[src/rtl/mem_arbiter_pkg.sv]
// mem_arbiter_pkg: shared types and defaults for the CPU/debug memory arbiter.
package mem_arbiter_pkg;
    typedef enum logic [1:0] {IDLE, BUSY, DONE} state_t;
    typedef enum logic {CPU, DBG} owner_t;
    localparam int DEF_TMO = 16;
endpackage

[src/rtl/mem_arbiter_if.sv]
// mem_arbiter_if: requester-side and memory-side signals of the arbiter.
interface mem_arbiter_if #(parameter int DW = 32, parameter int AW = 32);
    logic          cpu_req, cpu_we, cpu_ack, cpu_err;
    logic [AW-1:0] cpu_addr;
    logic [DW-1:0] cpu_wdata;
    logic          dbg_req, dbg_we, dbg_ack, dbg_err;
    logic [AW-1:0] dbg_addr;
    logic [DW-1:0] dbg_wdata;
    logic [DW-1:0] rdata;
    logic          mem_req, mem_we, mem_ack;
    logic [AW-1:0] mem_addr;
    logic [DW-1:0] mem_wdata, mem_rdata;
    modport master (
        input  cpu_req, cpu_we, cpu_addr, cpu_wdata,
        input  dbg_req, dbg_we, dbg_addr, dbg_wdata,
        input  mem_ack, mem_rdata,
        output cpu_ack, cpu_err, dbg_ack, dbg_err, rdata,
        output mem_req, mem_we, mem_addr, mem_wdata
    );
    modport slave (
        output cpu_req, cpu_we, cpu_addr, cpu_wdata,
        output dbg_req, dbg_we, dbg_addr, dbg_wdata,
        output mem_ack, mem_rdata,
        input  cpu_ack, cpu_err, dbg_ack, dbg_err, rdata,
        input  mem_req, mem_we, mem_addr, mem_wdata
    );
endinterface

[src/rtl/mem_tmo_cnt.sv]
// mem_tmo_cnt: memory-ack timeout counter; expired once TMO-1 cycles have elapsed.
module mem_tmo_cnt #(parameter int TMO = 16) (
    input  logic clk,
    input  logic reset_n,
    input  logic clr,
    input  logic en,
    output logic expired
);
    localparam int W = $clog2(TMO);
    logic [W-1:0] cnt;
    always_ff @(posedge clk or negedge reset_n)
        if (!reset_n) cnt <= '0;
        else if (clr) cnt <= '0;
        else if (en && !expired) cnt <= cnt + 1'b1;
    assign expired = cnt == W'(TMO - 1);
endmodule

[src/rtl/mem_arbiter.sv]
// mem_arbiter: round-robin arbiter between a CPU and a debug loader for one shared memory,
// with a per-access ack timeout.
module mem_arbiter
    import mem_arbiter_pkg::*;
#(
    parameter int DW  = 32,
    parameter int AW  = 32,
    parameter int TMO = DEF_TMO
) (
    input logic clk,
    input logic reset_n,
    mem_arbiter_if.master bus
);
    state_t        state;
    owner_t        owner, last, win;
    logic          err_q, mem_we_q, expired;
    logic [DW-1:0] rdata_q, mem_wdata_q;
    logic [AW-1:0] mem_addr_q;
    // CPU wins unless DBG is also asking and CPU had the previous grant
    assign win = (bus.cpu_req && (!bus.dbg_req || last == DBG)) ? CPU : DBG;
    mem_tmo_cnt #(.TMO(TMO)) u_tmo (
        .clk(clk), .reset_n(reset_n), .clr(state != BUSY),
        .en(state == BUSY && !bus.mem_ack), .expired(expired)
    );
    always_ff @(posedge clk or negedge reset_n)
        if (!reset_n) begin
            state       <= IDLE;
            owner       <= CPU;
            last        <= DBG;
            err_q       <= 1'b0;
            rdata_q     <= '0;
            mem_we_q    <= 1'b0;
            mem_addr_q  <= '0;
            mem_wdata_q <= '0;
        end else begin
            case (state)
                IDLE: if (bus.cpu_req || bus.dbg_req) begin
                    owner       <= win;
                    last        <= win;
                    mem_we_q    <= win == CPU ? bus.cpu_we : bus.dbg_we;
                    mem_addr_q  <= win == CPU ? bus.cpu_addr : bus.dbg_addr;
                    mem_wdata_q <= win == CPU ? bus.cpu_wdata : bus.dbg_wdata;
                    state       <= BUSY;
                end
                BUSY: if (bus.mem_ack) begin
                    rdata_q <= mem_we_q ? '0 : bus.mem_rdata;
                    err_q   <= 1'b0;
                    state   <= DONE;
                end else if (expired) begin
                    rdata_q <= '0;
                    err_q   <= 1'b1;
                    state   <= DONE;
                end
                default: state <= IDLE;
            endcase
        end
    assign bus.mem_req   = state == BUSY;
    assign bus.mem_we    = mem_we_q;
    assign bus.mem_addr  = mem_addr_q;
    assign bus.mem_wdata = mem_wdata_q;
    assign bus.rdata     = rdata_q;
    assign bus.cpu_ack   = state == DONE && owner == CPU;
    assign bus.dbg_ack   = state == DONE && owner == DBG;
    assign bus.cpu_err   = bus.cpu_ack && err_q;
    assign bus.dbg_err   = bus.dbg_ack && err_q;
endmodule

[src/flat_wrapper.sv]
// flat-port wrapper written by rule: the top's interface ports become plain ports
module mem_arbiter_flat import mem_arbiter_pkg::*;
#(
    parameter int DW  = 32,
    parameter int AW  = 32,
    parameter int TMO = DEF_TMO
)
  (clk, reset_n, bus_cpu_req, bus_cpu_we, bus_cpu_addr, bus_cpu_wdata, bus_dbg_req, bus_dbg_we, bus_dbg_addr, bus_dbg_wdata, bus_mem_ack, bus_mem_rdata, bus_cpu_ack, bus_cpu_err, bus_dbg_ack, bus_dbg_err, bus_rdata, bus_mem_req, bus_mem_we, bus_mem_addr, bus_mem_wdata);
  mem_arbiter_if #(.DW(DW), .AW(AW)) bus_i ();
  input logic clk;
  input logic reset_n;
  input wire logic [$bits(bus_i.cpu_req)-1:0] bus_cpu_req;
  input wire logic [$bits(bus_i.cpu_we)-1:0] bus_cpu_we;
  input wire logic [$bits(bus_i.cpu_addr)-1:0] bus_cpu_addr;
  input wire logic [$bits(bus_i.cpu_wdata)-1:0] bus_cpu_wdata;
  input wire logic [$bits(bus_i.dbg_req)-1:0] bus_dbg_req;
  input wire logic [$bits(bus_i.dbg_we)-1:0] bus_dbg_we;
  input wire logic [$bits(bus_i.dbg_addr)-1:0] bus_dbg_addr;
  input wire logic [$bits(bus_i.dbg_wdata)-1:0] bus_dbg_wdata;
  input wire logic [$bits(bus_i.mem_ack)-1:0] bus_mem_ack;
  input wire logic [$bits(bus_i.mem_rdata)-1:0] bus_mem_rdata;
  output wire logic [$bits(bus_i.cpu_ack)-1:0] bus_cpu_ack;
  output wire logic [$bits(bus_i.cpu_err)-1:0] bus_cpu_err;
  output wire logic [$bits(bus_i.dbg_ack)-1:0] bus_dbg_ack;
  output wire logic [$bits(bus_i.dbg_err)-1:0] bus_dbg_err;
  output wire logic [$bits(bus_i.rdata)-1:0] bus_rdata;
  output wire logic [$bits(bus_i.mem_req)-1:0] bus_mem_req;
  output wire logic [$bits(bus_i.mem_we)-1:0] bus_mem_we;
  output wire logic [$bits(bus_i.mem_addr)-1:0] bus_mem_addr;
  output wire logic [$bits(bus_i.mem_wdata)-1:0] bus_mem_wdata;
  assign bus_i.cpu_req = bus_cpu_req;
  assign bus_i.cpu_we = bus_cpu_we;
  assign bus_i.cpu_addr = bus_cpu_addr;
  assign bus_i.cpu_wdata = bus_cpu_wdata;
  assign bus_i.dbg_req = bus_dbg_req;
  assign bus_i.dbg_we = bus_dbg_we;
  assign bus_i.dbg_addr = bus_dbg_addr;
  assign bus_i.dbg_wdata = bus_dbg_wdata;
  assign bus_i.mem_ack = bus_mem_ack;
  assign bus_i.mem_rdata = bus_mem_rdata;
  assign bus_cpu_ack = bus_i.cpu_ack;
  assign bus_cpu_err = bus_i.cpu_err;
  assign bus_dbg_ack = bus_i.dbg_ack;
  assign bus_dbg_err = bus_i.dbg_err;
  assign bus_rdata = bus_i.rdata;
  assign bus_mem_req = bus_i.mem_req;
  assign bus_mem_we = bus_i.mem_we;
  assign bus_mem_addr = bus_i.mem_addr;
  assign bus_mem_wdata = bus_i.mem_wdata;
  mem_arbiter #(.DW(DW), .AW(AW), .TMO(TMO)) u_core (.clk(clk), .reset_n(reset_n), .bus(bus_i));
endmodule
[config.mk]
export PLATFORM = sky130hd
export DESIGN_NAME = mem_arbiter_flat
export DESIGN_NICKNAME = d
export VERILOG_FILES = /design/src/rtl/mem_arbiter_pkg.sv /design/src/rtl/mem_arbiter_if.sv /design/src/rtl/mem_tmo_cnt.sv /design/src/rtl/mem_arbiter.sv /design/src/flat_wrapper.sv
export SDC_FILE = /design/constraint.sdc
export NUM_CORES = 1
export LEC_CHECK = 0
export CORE_MARGIN = 2
export CORE_UTILIZATION = 37
export CTS_BUF_LIST = sky130_fd_sc_hd__clkbuf_16
export DETAILED_ROUTE_END_ITERATION = 8
export GPL_ROUTABILITY_DRIVEN = 0
export HOLD_SLACK_MARGIN = 0.15
export PLACE_DENSITY = 0.85
export SLEW_MARGIN = 40
export SYNTH_ARGS = -nofsm -noshare
export SYNTH_HDL_FRONTEND = slang
export SYNTH_HIERARCHICAL = 1
export SYNTH_SLANG_ARGS = --single-unit
[constraint.sdc]
create_clock -name clk -period 1.4 [get_ports clk]
set_input_delay 0.28 -clock clk [delete_from_list [all_inputs] [get_ports clk]]
set_output_delay 0.28 -clock clk [all_outputs]
set_load 0.01 [all_outputs]
; Yosys cells after proc, flatten, opt, wreduce, memory -nomap -nowiden
; Index checks and enable logic that the tools add are counted.
[totals]
mem_bits_ro = 0
wordCells = 50
ramBits = 0
register_bits = 106
out_inout_bits = 102
memories = 0
inputBits = 167
latch_bits = 0
[classes]
div_mod_pow = 0
order_cmp = 0
add_sub_neg = 1
shift = 0
multipliers = 0
bitwise_logic = 1
n_eq_ne = 6
reduce_logical = 18
mux = 15
[ops]
columns = op, count
row1 = two-way mux 32 bit, 5
row2 = two-way mux 4 bit, 2
row3 = logical AND 1 bit, 7
row4 = two-way mux 2 bit, 3
row5 = AND reduction 2 bit, 3
row6 = "adder 4 x 1 -> 4 bit, second input constant", 1
row7 = "equality test 4 bit, second input constant", 1
row8 = two-way mux 1 bit, 4
row9 = "!= test 2 x 1 -> 1 bit, second input constant", 2
row10 = case mux 2 bit (2 select lines), 1
row11 = nonzero test 2 bit, 2
row12 = logical NOT 1 bit, 3
row13 = "!= test 3 x 2 -> 1 bit, second input constant", 1
row14 = "equality test 2 x 1 -> 1 bit, second input constant", 1
row15 = "equality test 2 bit, second input constant", 1
row16 = logical NOT 2 bit, 1
row17 = logical OR 1 bit, 2
row18 = NOT 1 bit, 1

; Longest topological paths before layout
; Gate-level depths: netlist of run 1.
[logic_depth]
ltp_word = 5
depth_mapped = 7
depth_no_buf = 6

; Modules after synthesis
; The synthesis of run 1 kept the hierarchy.
[modules_own_cells]
columns = module, cells_each, seq_area_each_um2, instances, area_each_um2
row1 = mem_arbiter, 547, 2553.7, 1, 5098.6
row2 = mem_tmo_cnt, 20, 100.1, 1, 229.0

; Worst setup path after synthesis of run 1
; No wires, ideal clock.
[synth_timing]
path_kind = reg2reg
startpoint = register u_core.state[0]
endpoint = register u_core.u_tmo.cnt[0]
period_less_slack_ps = 1522
required_time_ps = 1275
n_path_buf = 1
setup_time_ps = 125
path_stages_with_launch = 7
slack_ps = -122
arrival_time_ps = 1397
path_cell_list = dfrtp_1 -> nor2b_1 -> buf_2 -> inv_2 -> nor2_1 -> nor2b_4 -> mux2_4
[synth_between]
elab_chain_cells = 4
elab_cells_between_ends = 6
cone_classes = 2 x eq/ne / 1 x mux / 3 x reduce/logical
[synth_rtl]
columns = item, line_no
row1 = start: declaration, mem_arbiter.sv:14  ; state_t state;
row2 = start signal: assignment, mem_arbiter.sv:27  ; state <= IDLE;
row3 = start signal: assignment, mem_arbiter.sv:43  ; state <= BUSY;
row4 = start signal: assignment, mem_arbiter.sv:48  ; state <= DONE;
row5 = equality test 2 x 1 -> 1 bit, mem_arbiter.sv:23  ; .en(state == BUSY && !bus.mem_ack), .expired(expired)
row6 = logical AND 1 bit, mem_arbiter.sv:23
row7 = logical AND 1 bit, mem_tmo_cnt.sv:14  ; else if (en && !expired) cnt <= cnt + 1'b1;
row8 = nonzero test 2 bit (no source line), -
row9 = end signal: assignment, mem_tmo_cnt.sv:14
row10 = end: declaration, mem_tmo_cnt.sv:10  ; logic [W-1:0] cnt;
; Several ways; a longest one is shown, not always the timed one.
; A chain may end at the register's enable or synchronous reset.

; Worst setup path after layout of run 1
[layout_timing]
startpoint = register u_core.state[0]
endpoint = output port bus_dbg_err
[layout_between]
elab_chain_cells = 3
[layout_rtl]
columns = item, line_no
row1 = equality test 2 bit, mem_arbiter.sv:63  ; assign bus.dbg_ack = state == DONE && owner == DBG;
row2 = logical AND 1 bit, mem_arbiter.sv:63
row3 = logical AND 1 bit, mem_arbiter.sv:65  ; assign bus.dbg_err = bus.dbg_ack && err_q;
row4 = end: declaration, flat_wrapper.sv:25  ; output wire logic [$bits(bus_i.dbg_err)-1:0] bus_dbg_err;
; Every way passes these cells.

==> results of run 1 <==
## cell usage after synthesis
master | instances | share of area [%]
o21ai_0 | 62 | 5.8
and4b_2 | 1 | 0.21
mux2_4 | 1 | 0.28
a21oi_2 | 30 | 4.9
nand2b_1 | 3 | 0.35
clkbuf_2 | 1 | 0.094
and3_4 | 1 | 0.21
buf_4 | 8 | 1.1
nand3_1 | 65 | 6.1
dfrtp_1 | 105 | 49
a31oi_1 | 67 | 7.9
nor2b_1 | 3 | 0.35
and3b_1 | 1 | 0.16
clkbuf_1 | 25 | 1.8
and2_1 | 2 | 0.23
or2_0 | 1 | 0.12
inv_2 | 1 | 0.070
o32ai_1 | 1 | 0.16
dfstp_2 | 1 | 0.49
buf_6 | 5 | 1.1
nor2_2 | 2 | 0.23
o21ai_1 | 36 | 3.4
nor2b_4 | 1 | 0.26
nor3b_1 | 1 | 0.14
nor2_4 | 1 | 0.21
nor2_1 | 4 | 0.28
a21oi_1 | 41 | 3.9
nor3_1 | 1 | 0.094
nand4b_1 | 32 | 5.3
ha_1 | 1 | 0.23
mux2i_1 | 1 | 0.19
nand4_1 | 1 | 0.12
or2_1 | 2 | 0.23
inv_1 | 33 | 2.3
buf_2 | 26 | 2.4
## worst max-delay path: cells and delay by family, from the launching register on
kind	cells	cell delay [ns]
buffers and inverters	2	0.26
AND/OR/NAND/NOR	2	0.41
flip-flops	1	0.40
## layout by cell type (no fill, tap or decap), types with 2 or more instances in the layout
master	n
nor2_1	2
nand2b_1	2
a31oi_4	15
buf_16	3
buf_6	11
a31oi_2	2
buf_4	35
o21ai_0	59
clkdlybuf4s50_1	164
buf_12	18
dlygate4sd2_1	97
buf_8	4
a21oi_1	41
dfrtp_1	105
a21oi_2	30
clkbuf_16	16
o21ai_2	25
nand3_1	65
a31oi_1	50
clkinv_2	2
or2_4	2
nor2b_4	3
o21ai_1	14
and2_1	2
inv_1	33
nor2_4	5
buf_2	3
nand4b_1	32
## cell families (layout without fill, tap and decap cells)
family / after synthesis / after routing / synth area share, %
buffers and inverters: 99 / 392 / 8.88
and+or+nand+nor: 122 / 122 / 14.6
AOI/OAI and AO/OA: 237 / 237 / 26.0
adders and majority gates: 1 / 1 / 0.235
DFF: 106 / 106 / 49.8
muxes: 2 / 2 / 0.470
## layout make-up
| cell class | count | share of cell area (%) |
|---|---|---|
| clock inverters | 6 | 0.634 |
| clock buffers | 9 | 2.38 |
| repair buffers | 343 | 37.8 |
| multi-input cells | 362 | 27.4 |
| well taps | 180 | 2.38 |
| flip-flops and latches | 106 | 28.0 |
| inverters | 34 | 1.37 |
## where the power goes
part           leakage (nW)  switching [W]  internal (W)  total [W]
Clock                 0.142        0.00115       0.00137    0.00252
Sequential             1.27       0.000796       0.00438    0.00518
Combinational          2.48        0.00491       0.00484    0.00975
## registers in the layout, summed over array words and instances, names as in the netlist
register              cells
u_core/err_q              1
u_core/bus.mem_wdata     32
u_core/last               1
u_core/state              2
u_core/owner              1
u_core/u_tmo/cnt          4
u_core/bus.rdata         32
u_core/bus.mem_we         1
u_core/bus.mem_addr      32
## what timing repair did
| action | 4_1_cts | 5_1_grt |
|---|---|---|
| cloned | 3 | 10 |
| pin swaps | 4 | 8 |
| endpoints found under the setup margin | 206 | 109 |
| hold buffers | 1 | 0 |
| endpoints found under the hold margin | 81 | 0 |
| buffers inserted | 5 | 8 |
| gates resized for setup | 135 | 78 |
## per-stage QoR
| step | std cells | power (W) | area, um2 | TNS (ns) |
|---|---|---|---|---|
| floorplan | 567 | 0.00905 | 5340 | 0 |
| global placement | 1000 | 0.0134 | 8480 | -19.40 |
| detailed placement | 1000 | 0.0136 | 8480 | -24.25 |
| CTS | 1024 | 0.0158 | 8850 | -16.50 |
| global route | 1040 | 0.0183 | 9470 | -20.31 |
| finish | 1040 | 0.0174 | 9470 | -14.51 |
## metal layers
metal / up-vias / global-route usage, % / part of all wire [%]
met5: - / 0 / 0
met4: 0 / 9.83 / 3.3
met3: 54 / 6.36 / 8.2
met2: 315 / 40.9 / 49
met1: 2858 / 30.3 / 39
li1: 2652 / - / -
## worst max-delay path by stage
stage,to,cells past startpoint,from,slack [ns]
final,bus_dbg_err,4,u_core/state[0]$_DFFE_PN0P_,-0.29
after global routing,bus_dbg_err,4,u_core/state[0]$_DFFE_PN0P_,-0.32
after CTS,bus_dbg_err,4,u_core/state[0]$_DFFE_PN0P_,-0.24
after detailed placement,u_core/bus.mem_wdata[15]$_DFFE_PN0P_,5,bus_dbg_req,-0.31
after global placement,bus_cpu_err,3,u_core/state[0]$_DFFE_PN0P_,-0.30
after floorplan,u_core/u_tmo/cnt[0]$_DFFE_PN0P_,6,u_core/state[0]$_DFFE_PN0P_,0.008
==> results.yml, run 1 <==
finish:
  final_util_pct: 67.7
  insertedDiodeCount: 0
  areaGrowthSynthToFinish_pct: 77.8
  ff_latch_area_um2: 2650
  final_layout_size_suffix_gt1_share_pct: 21.7
  multi_input_area_um2: 2600
  final_nets: 1024
  fill_cells: 1094
synthesis:
  synthCells: 567
  avgSynthCellArea_um2: 9.40
  ys_seq_area_share_pct: 49.8
  yosysWarningCount: 6
  syn_area_um2: 5330
  synth.ff_latch_count: 106
  ys_types: 35
  syn_nets: 735
die:
  ios: 269
  fp.dieW_um: 124
  die_area_um2: 15400
  core-area_um2: 14000
  die_h_um: 124
  num_rows: 43
  initial_core_util_pct: 38.1
worst_setup_path:
  cp_max_fo: 3
  r2r_slack_ns: -0.23
  r2r_cells: 7
  reg2reg_from: "u_core/state[0]$_DFFE_PN0P_"
  cp-start-kind: "register"
  crit_path_max_incr_delay_ns: 0.40
  worst-endpoint-arrival_ns: 1.41
  path_cells: "buf_6 -> and3b_1 -> and2_1 -> buf_2"
  worst-setup-path-type: "register to output pin"
  critical-path-slowest-cell: "dfrtp_1"
  crit_required_ns: 1.12
  r2r-end: "u_core/bus.mem_wdata[24]$_DFFE_PN0P_"
  critPathCaptureType: "output pin"
place:
  dp_hpwl_mm: 13.2
  dp_slack_ns: -0.307
  portBuffers: 268
sta:
  whs_ns: 0.327
  skew_ns: 0.00663
  timing.final.crit_period_ns: 1.69
  fmax_mhz: 592
  finalMaxSlewViolations: 0
  tightest_slew_ns: 0.394
  relSlewSlack_pct: 73.4
  finalSetupViolCount: 100
  setup_ws_ns: -0.290
  finalCritPeriodShare_pct: 121
  hold_viol: 0
  rsz0062_at_grt: "true"
power_and_ir_drop:
  powerDensity_nw_per_um2: 1840
  p_leak_nw: 3.89
  ir_worst_vdd_mv: 1.00
route:
  wire_per_inst_um: 20.3
  drt_iter0_drc: 570
  drt-total-wl_mm: 21.1
  drc: 0
  viasPerCell: 5.65
  vias: 5879
  dr.pass1.iters: 4
  drtAntennaViolNets: 0
global_routing:
  grt_pass1_vias: 5718
  overflow: 0
  antenna_found_initial: 0
  grt_use_total_pct: 24.5
  grt_first_pass_wirelength_mm: 29.3
  grt_max_degree: 64
clocking:
  path_clk_slew_ns: 0.07
  clock-sinks: 106
  clock_latency_ns: 0.34
  cts_tree: "built"
  root_buffer: "clkbuf_16"
  cts_made_buffers: 9
  cts-htree-levels: 3
  clock_path_buffers: 2
status:
  status: "finished, violations left"
  violations: "setup timing"
worst_hold_path:
  hp-class: "primary input to register"
  min_from: "bus_cpu_req"
  hold_end: "u_core/last$_DFFE_PN1P_"
  min_path_cells: 2
run:
  cap_viol_max_count: 0
(Power assumes the default switching activity.)
==> run 2: changes to the inputs <==
--- a/config.mk
+++ b/config.mk
@@ -5,14 +5,12 @@
 export SDC_FILE = /design/constraint.sdc
 export NUM_CORES = 1
 export LEC_CHECK = 0
-export CORE_MARGIN = 2
 export CORE_UTILIZATION = 37
 export CTS_BUF_LIST = sky130_fd_sc_hd__clkbuf_16
 export DETAILED_ROUTE_END_ITERATION = 8
 export GPL_ROUTABILITY_DRIVEN = 0
 export HOLD_SLACK_MARGIN = 0.15
 export PLACE_DENSITY = 0.85
-export SLEW_MARGIN = 40
 export SYNTH_ARGS = -nofsm -noshare
 export SYNTH_HDL_FRONTEND = slang
 export SYNTH_HIERARCHICAL = 1
==> results.yml, run 2 (synthesis gave the netlist of run 1 again) <==
route:
  drtAntennaViolNets: 0
  drt-total-wl_mm: 20.0
  drt_iter0_drc: 489
  vias: 5797
  dr.pass1.iters: 7
  wire_per_inst_um: 19.3
  drc: 0
  viasPerCell: 5.59
sta:
  fmax_mhz: 599
  relSlewSlack_pct: 73.4
  rsz0062_at_grt: "true"
  finalMaxSlewViolations: 0
  finalSetupViolCount: 109
  finalSetupTns_ns: -16.94
  hold_viol: 0
  setup_ws_ns: -0.270
  tightest_slew_ns: 0.396
  finalCritPeriodShare_pct: 119
  skew_ns: 0.00781
  timing.final.crit_period_ns: 1.67
die:
  die_h_um: 122
  ios: 269
  fp.dieW_um: 122
  num_rows: 43
  core-area_um2: 14000
  die_area_um2: 14900
  initial_core_util_pct: 38.1
clocking:
  cts-htree-levels: 3
  clock-sinks: 106
  cts_tree: "built"
  clock_path_buffers: 2
  clock_latency_ns: 0.35
  cts_made_buffers: 9
  path_clk_slew_ns: 0.07
  root_buffer: "clkbuf_16"
power_and_ir_drop:
  power_frac_clock_pct: 14.0
  powerDensity_nw_per_um2: 1870
  p_leak_nw: 3.79
  switching_power_w: 0.00682
  p_int_w: 0.0106
  p_sw_share_pct: 39.2
  total_power_w: 0.0174
  comb_power_share_pct: 56.4
  ir_worst_vdd_mv: 0.877
  p_seq_share_pct: 29.6
place:
  portBuffers: 268
  dp_hpwl_mm: 12.4
  place_area_um2: 8390
  placedCellCount: 994
worst_setup_path:
  crit_path_max_incr_delay_ns: 0.40
  critPathBufInv: 2
  cp_max_fo: 2
  reg2reg_from: "u_core/state[0]$_DFFE_PN0P_"
  worst-endpoint-arrival_ns: 1.39
  crit_required_ns: 1.12
  cp_top_family: "flip-flops"
  critPathCaptureType: "output pin"
  path_cells: "buf_4 -> and3b_2 -> and2_4 -> buf_6"
  worst-setup-path-type: "register to output pin"
  startpoint: "u_core/state[0]$_DFFE_PN0P_"
  cp-start-kind: "register"
  critical-path-slowest-cell: "dfrtp_1"
finish:
  layout_commonest_cell: "clkdlybuf4s50_1"
  final_layout_size_suffix_gt1_share_pct: 18.7
  final_area_um2: 9280
  final_nets: 1020
  insertedDiodeCount: 0
  layout.cells.non_filler: 1037
  final_util_pct: 66.4
  fill_cells: 1118
  final_cell_mix: "clkdlybuf4s50_1 (164), dfrtp_1 (105), dlygate4sd2_1 (97), nand3_1 (65), o21ai_0 (58)"
  areaGrowthSynthToFinish_pct: 74.3
global_routing:
  grt_pass1_vias: 5687
  grt_first_pass_wirelength_mm: 29.2
  overflow: 0
  grt_use_total_pct: 25.5
  antenna_found_initial: 0
  grt_max_degree: 58
status:
  status: "finished, violations left"
  violations: "setup timing"
run:
  cap_viol_max_count: 0
worst_hold_path:
  min_from: "bus_cpu_req"
  hp-class: "primary input to register"
==> run 2: power by group through the flow <==
stage,sequential (W),clock [W],combinational (W)
after floorplan,0.00575,0,0.00330
final,0.00514,0.00244,0.00981
after global placement,0.00514,0,0.00814
after global routing,0.00529,0.00262,0.0105
after CTS,0.00510,0.00250,0.00854
after detailed placement,0.00521,0,0.00827
==> run 2: final cells by class <==
cell class / instances / area, um2 / share of cell area [%]
repair buffers: 339 / 3500 / 37.7
flip-flops and latches: 106 / 2650 / 28.6
multi-input cells: 362 / 2490 / 26.9
clock buffers: 9 / 225 / 2.43
well taps: 180 / 225 / 2.43
inverters: 34 / 133 / 1.43
clock inverters: 7 / 52.6 / 0.566
==> run 2: final timing paths <==
check                                                  endpoint  slack [ns]  cells past startpoint
min in group asynchronous  u_core/bus.mem_wdata[25]$_DFFE_PN0P_        0.34                      2
hold reg to reg                 u_core/bus.rdata[1]$_DFFE_PN0P_        0.52                      2
setup reg to reg            u_core/bus.mem_wdata[0]$_DFFE_PN0P_       -0.25                      8
setup / recovery                                    bus_dbg_err       -0.27                      4
max in group asynchronous               u_core/last$_DFFE_PN1P_        0.48                      3
hold / removal                         u_core/owner$_DFFE_PN0P_        0.33                      2
==> run 2: metal layers <==
layer | part of all wire [%] | vias to the layer above | global-route usage (%) | wire length [um]
met2 | 51 | 281 | 44.2 | 10200
met4 | 3.1 | 0 | 10.6 | 629
li1 | - | 2650 | - | -
met3 | 9.1 | 47 | 8.01 | 1830
met1 | 37 | 2819 | 28.8 | 7380
met5 | 0 | - | 0 | 0
==> run 2: through the flow <==
stage	hold WS, ns	setup WS [ns]
detailed placement	0.168	-0.315
floorplan	-0.0156	0.00805
global placement	0.163	-0.333
finish	0.333	-0.270
global route	0.340	-0.301
CTS	0.313	-0.242
==> run 2: repair_timing <==
| action | 4_1_cts | 5_1_grt |
|---|---|---|
| buffers inserted | 10 | 9 |
| pin swaps | 7 | 17 |
| endpoints found under the hold margin | 105 | 0 |
| cloned | 5 | 6 |
| setup endpoints to repair | 205 | 109 |
| gates resized for setup | 147 | 40 |
| hold buffers | 1 | 0 |
